==> config.mk <==
export PLATFORM = sky130hd
export DESIGN_NAME = sr_pulse_debouncer
export DESIGN_NICKNAME = d
export VERILOG_FILES = /design/src/rtl/sr_pulse_debouncer_pkg.sv /design/src/rtl/sr_debounce_ch.sv /design/src/rtl/sr_pulse_debouncer.sv
export SDC_FILE = /design/constraint.sdc
export NUM_CORES = 1
export LEC_CHECK = 0
export CORE_MARGIN = 8
export CORE_UTILIZATION = 35
export CTS_BUF_LIST = sky130_fd_sc_hd__clkbuf_16
export CTS_CLUSTER_DIAMETER = 200
export CTS_CLUSTER_SIZE = 28
export DETAILED_ROUTE_END_ITERATION = 12
export PLACE_DENSITY_LB_ADDON = 0.08
export SETUP_SLACK_MARGIN = 0.3
export SYNTH_ARGS = -nofsm -noshare
export SYNTH_HDL_FRONTEND = slang
export SYNTH_HIERARCHICAL = 1
export SYNTH_SLANG_ARGS = --single-unit
export TNS_END_PERCENT = 30
==> constraint.sdc <==
create_clock -name clk -period 1.7 [get_ports clk]
set_input_delay 0.34 -clock clk [delete_from_list [all_inputs] [get_ports clk]]
set_output_delay 0.34 -clock clk [all_outputs]
set_load 0.01 [all_outputs]
==> src/rtl/sr_pulse_debouncer_pkg.sv <==
// Shared definitions for the SR pulse debouncer: channel FSM state
// encodings and the default debounce length.
package sr_pulse_debouncer_pkg;

    typedef enum logic [1:0] {
        ST_IDLE         = 2'd0,
        ST_PRESS_WAIT   = 2'd1,
        ST_HELD         = 2'd2,
        ST_RELEASE_WAIT = 2'd3
    } ch_state_e;

    localparam int DB_CYCLES_DEF = 4;

endpackage

==> src/rtl/sr_debounce_ch.sv <==
// One debounce channel: optional 2-flop synchronizer (SR_SYNC_EN),
// stability counter and press/release FSM; emits a combinational req.
module sr_debounce_ch
    import sr_pulse_debouncer_pkg::*;
#(
    parameter int DB_CYCLES = DB_CYCLES_DEF
) (
    input  logic clk,
    input  logic rst,
    input  logic btn_raw,
    output logic req
);

    localparam int CNT_W = $clog2(DB_CYCLES);
    localparam logic [CNT_W-1:0] CNT_MAX = CNT_W'(DB_CYCLES - 1);
    localparam logic [CNT_W-1:0] CNT_ONE = CNT_W'(1);

    logic            in_lvl;
    ch_state_e       state_d, state_q;
    logic [CNT_W-1:0] cnt_d, cnt_q;

`ifdef SR_SYNC_EN
    logic [1:0] sync_d, sync_q;

    always_comb sync_d = {sync_q[0], btn_raw};

    always_ff @(posedge clk or posedge rst) begin
        if (rst) sync_q <= '0;
        else     sync_q <= sync_d;
    end

    assign in_lvl = sync_q[1];
`else
    assign in_lvl = btn_raw;
`endif

    always_comb begin
        state_d = state_q;
        cnt_d   = cnt_q;
        req     = 1'b0;
        case (state_q)
            ST_IDLE: begin
                if (in_lvl) begin
                    state_d = ST_PRESS_WAIT;
                    cnt_d   = CNT_ONE;
                end else begin
                    cnt_d   = '0;
                end
            end
            ST_PRESS_WAIT: begin
                if (!in_lvl) begin
                    state_d = ST_IDLE;
                    cnt_d   = '0;
                end else if (cnt_q == CNT_MAX) begin
                    state_d = ST_HELD;
                    cnt_d   = '0;
                    req     = 1'b1;
                end else begin
                    cnt_d   = cnt_q + CNT_ONE;
                end
            end
            ST_HELD: begin
                if (!in_lvl) begin
                    state_d = ST_RELEASE_WAIT;
                    cnt_d   = CNT_ONE;
                end else begin
                    cnt_d   = '0;
                end
            end
            ST_RELEASE_WAIT: begin
                if (in_lvl) begin
                    state_d = ST_HELD;
                    cnt_d   = '0;
                end else if (cnt_q == CNT_MAX) begin
                    state_d = ST_IDLE;
                    cnt_d   = '0;
                end else begin
                    cnt_d   = cnt_q + CNT_ONE;
                end
            end
            default: begin
                state_d = ST_IDLE;
                cnt_d   = '0;
            end
        endcase
    end

    always_ff @(posedge clk or posedge rst) begin
        if (rst) begin
            state_q <= ST_IDLE;
            cnt_q   <= '0;
        end else begin
            state_q <= state_d;
            cnt_q   <= cnt_d;
        end
    end

endmodule

==> src/rtl/sr_pulse_debouncer.sv <==
// Debounced SR pulse generator with S/R arbitration and latch mirror.
// Define SR_SYNC_EN to add input synchronizers in each channel.
module sr_pulse_debouncer
    import sr_pulse_debouncer_pkg::*;
#(
    parameter int DB_CYCLES = DB_CYCLES_DEF
) (
    input  logic clk,
    input  logic rst,
    input  logic btn_set_raw,
    input  logic btn_rst_raw,
    output logic s,
    output logic r,
    output logic conflict,
    output logic q_mirror
);

    logic req_s, req_r;
    logic s_d, s_q;
    logic r_d, r_q;
    logic conflict_d, conflict_q;
    logic q_mirror_d, q_mirror_q;

    sr_debounce_ch #(.DB_CYCLES(DB_CYCLES)) u_set_ch (
        .clk     (clk),
        .rst     (rst),
        .btn_raw (btn_set_raw),
        .req     (req_s)
    );

    sr_debounce_ch #(.DB_CYCLES(DB_CYCLES)) u_rst_ch (
        .clk     (clk),
        .rst     (rst),
        .btn_raw (btn_rst_raw),
        .req     (req_r)
    );

    // Simultaneous requests are dropped so the latch never sees S=R=1.
    always_comb begin
        s_d        = req_s & ~req_r;
        r_d        = req_r & ~req_s;
        conflict_d = req_s & req_r;
        q_mirror_d = q_mirror_q;
        if (s_q)      q_mirror_d = 1'b1;
        else if (r_q) q_mirror_d = 1'b0;
    end

    always_ff @(posedge clk or posedge rst) begin
        if (rst) begin
            s_q        <= 1'b0;
            r_q        <= 1'b0;
            conflict_q <= 1'b0;
            q_mirror_q <= 1'b0;
        end else begin
            s_q        <= s_d;
            r_q        <= r_d;
            conflict_q <= conflict_d;
            q_mirror_q <= q_mirror_d;
        end
    end

    assign s        = s_q;
    assign r        = r_q;
    assign conflict = conflict_q;
    assign q_mirror = q_mirror_q;

endmodule

==> results.cfg <==
[synth]
synth_compound_area_share_pct = 6.60
syn-cell-area_um2 = 493
ys_seq_area_share_pct = 60.9
avgSynthCellArea_um2 = 12.3
ys_types = 15
ys.flop_type = dfrtp_1
syn_nets = 46
synthSimpleGateAreaFrac_pct = 14.7
synth_edf_count = 0
synth_top_family_by_area = simple AND/OR/NAND/NOR gates
syn_inst = 40
yosys_warnings = 6
synth_xor_area_share_pct = 3.55
yosys-top-cells-area = dfrtp_1 (61%), mux2_4 (6.1%), ha_1 (5.1%)
ys_async_sr_fraction_pct = 100
synth_top_area_share_pct = 60.9
yosysMostFrequentCell = dfrtp_1
synth_mux_area_share_pct = 6.09
synth_common_cells = dfrtp_1 (12), inv_1 (4), nor2_1 (4)
synth_adder_area_share_pct = 5.08
yosys_register_bits = 12
synth_top_cell_by_area = dfrtp_1

[clock_tree]
htreeDepth = 1
clk_path_buf_depth = 2
numCtsBuffers = 3
post_cts_buffers = 0
ctsHoldBuffers = 0
clock_latency_ns = 0.24
cts.sinks = 12
cts_root_buffer = clkbuf_16
path_clk_slew_ns = 0.04
post_cts_resized = 1
cts_tree = yes

[floorplan]
start_util_pct = 37.9
die_w_um = 53.5
std_cell_rows = 13
core_area_mm2 = 0.00130
ios = 8
die-area_mm2 = 0.00287
die_h_um = 53.5

[worst_setup_path]
crit_slowest_cell = clkdlybuf4s50_1
crit_fanout = 2
crit_family = buffers and inverters
crit_type = register to primary output
crit_path_cell_trace = clkdlybuf4s50_1
cp_data_arrival_time_ns = 1.11
worstPathRequired_ns = 1.36
critPathLaunchType = register
crit_path_max_incr_delay_ns = 0.54
crit_buf_inv = 1
worstSetupEndpointType = primary output

[timing]
max_clock_freq_mhz = 690
slew_violations = 0
post-route-min-period_ns = 1.45
max_slew.worst_pin.slew_ns = 0.391
period_share_pct = 85.2
rsz0062_at_grt = true
clock_skew_ns = 0.00339
relSlewSlack_pct = 73.9
tns_ns = 0
hold_slack_ns = 0.390
setup_viol = 0
hold_viol = 0

[routing]
drc = 0
finalWirelength_um = 880
drtIter0Drc = 3
via_count = 306
wl_met1_um = 346
wl_per_cell_um = 13.3
drt.antenna.violating_nets = 0
dr_wl_met3_um = 56
dr_wl_met2_um = 453
viasPerCell = 4.64
top_layer_used = met4
first_pass_iters = 3

[global_routing]
grt_pass1_vias = 353
grt_pass1_wl_mm = 1.45
grt_usage_pct = 7.51
grt_start_max_net_pins = 8
antenna_found_initial = 0
grt_overflow_total = 0

[run]
timing.max_cap.violations = 0

[layout]
nets = 58
fill_cells = 117
fin_cells = 66
syn_to_final_growth_pct = 34.3
diodes = 0
drive_above_1_share_pct = 17.6

[power_and_ir_drop]
leakage_nw = 0.343
power_density_mw_per_mm2 = 1780
peakVddDrop_mv = 0.628

[place]
routabilityCongestion = 0.619
port_buffers = 7
dp_hpwl_um = 696
dp_cells = 62

[hold_path]
hp-class = primary input to asynchronous set/reset pin

[status]
status = completed
metal layers:
metal  vias to the layer above  GRT usage (%)
met5                         -              0
met3                         3           5.23
met4                         0           6.30
met1                       147           6.47
met2                         7           11.7
li1                        149              -
metrics by stage:
stage | area, um^2 | worst slack [ns] | util, % | total power [mW]
2_1_floorplan | 493 | 0.536 | - | 0.666
3_3_place_gp | 582 | 0.252 | 44.7 | 0.727
3_5_place_dp | 582 | 0.193 | 44.7 | 0.763
4_1_cts | 659 | 0.235 | 50.7 | 1.19
5_1_grt | 662 | 0.212 | 50.9 | 1.25
6_report | 662 | 0.252 | 50.9 | 1.18
cell type report:
| type | count | area (um^2) | share of cell area, % |
|---|---|---|---|
| Clock inverter | 1 | 3.75 | 0.567 |
| Clock buffer | 3 | 75.1 | 11.3 |
| Tap cell | 15 | 18.8 | 2.84 |
| Timing Repair Buffer | 7 | 71.3 | 10.8 |
| Inverter | 4 | 15.0 | 2.27 |
| Multi-Input combinational cell | 24 | 178 | 26.8 |
| Sequential cell | 12 | 300 | 45.4 |
cells by family (layout without fill, tap and decap cells):
logic type               Yosys count  count (layout)
AND/OR/NAND/NOR                   13              13
buffers and inverters              4              15
AO/OA/AOI/OAI                      5               5
flip-flops                        12              12
multiplexers                       2               2
adder cells (fa/ha/maj)            2               2
XOR/XNOR                           2               2
report_power, final:
| part | total (mW) | switching (mW) | internal, mW |
|---|---|---|---|
| combinational | 0.277 | 0.122 | 0.155 |
| clock | 0.423 | 0.114 | 0.309 |
| sequential | 0.476 | 0.0799 | 0.396 |
layout by cell type (no fill, tap or decap), drive strengths merged:
cell type / count
mux2: 2
clkinv: 1
a21oi: 2
and2: 1
dfrtp: 12
o21a: 2
nand2: 4
a21o: 1
ha: 2
nor2b: 1
and2b: 1
clkdlybuf4s50: 5
inv: 4
dlymetal6s2s: 1
nor3b: 2
nor2: 4
clkbuf: 3
dlygate4sd2: 1
xnor2: 2
worst paths after layout:
path / start / endpoint / slack, ns / depth (start not counted)
hold / removal: rst / r$_DFF_PP0_ / 0.39 / 2
setup / recovery: q_mirror$_DFFE_PP0P_ / q_mirror / 0.25 / 1
min in group clk: s$_DFF_PP0_ / q_mirror$_DFFE_PP0P_ / 0.45 / 1
setup reg to reg: u_set_ch/cnt_q[0]$_DFF_PP0_ / conflict$_DFF_PP0_ / 0.43 / 4
hold reg to reg: s$_DFF_PP0_ / q_mirror$_DFFE_PP0P_ / 0.45 / 1
max in group asynchronous: rst / u_set_ch/cnt_q[0]$_DFF_PP0_ / 1.15 / 2
No activity file was read; power rests on OpenSTA's default activity.
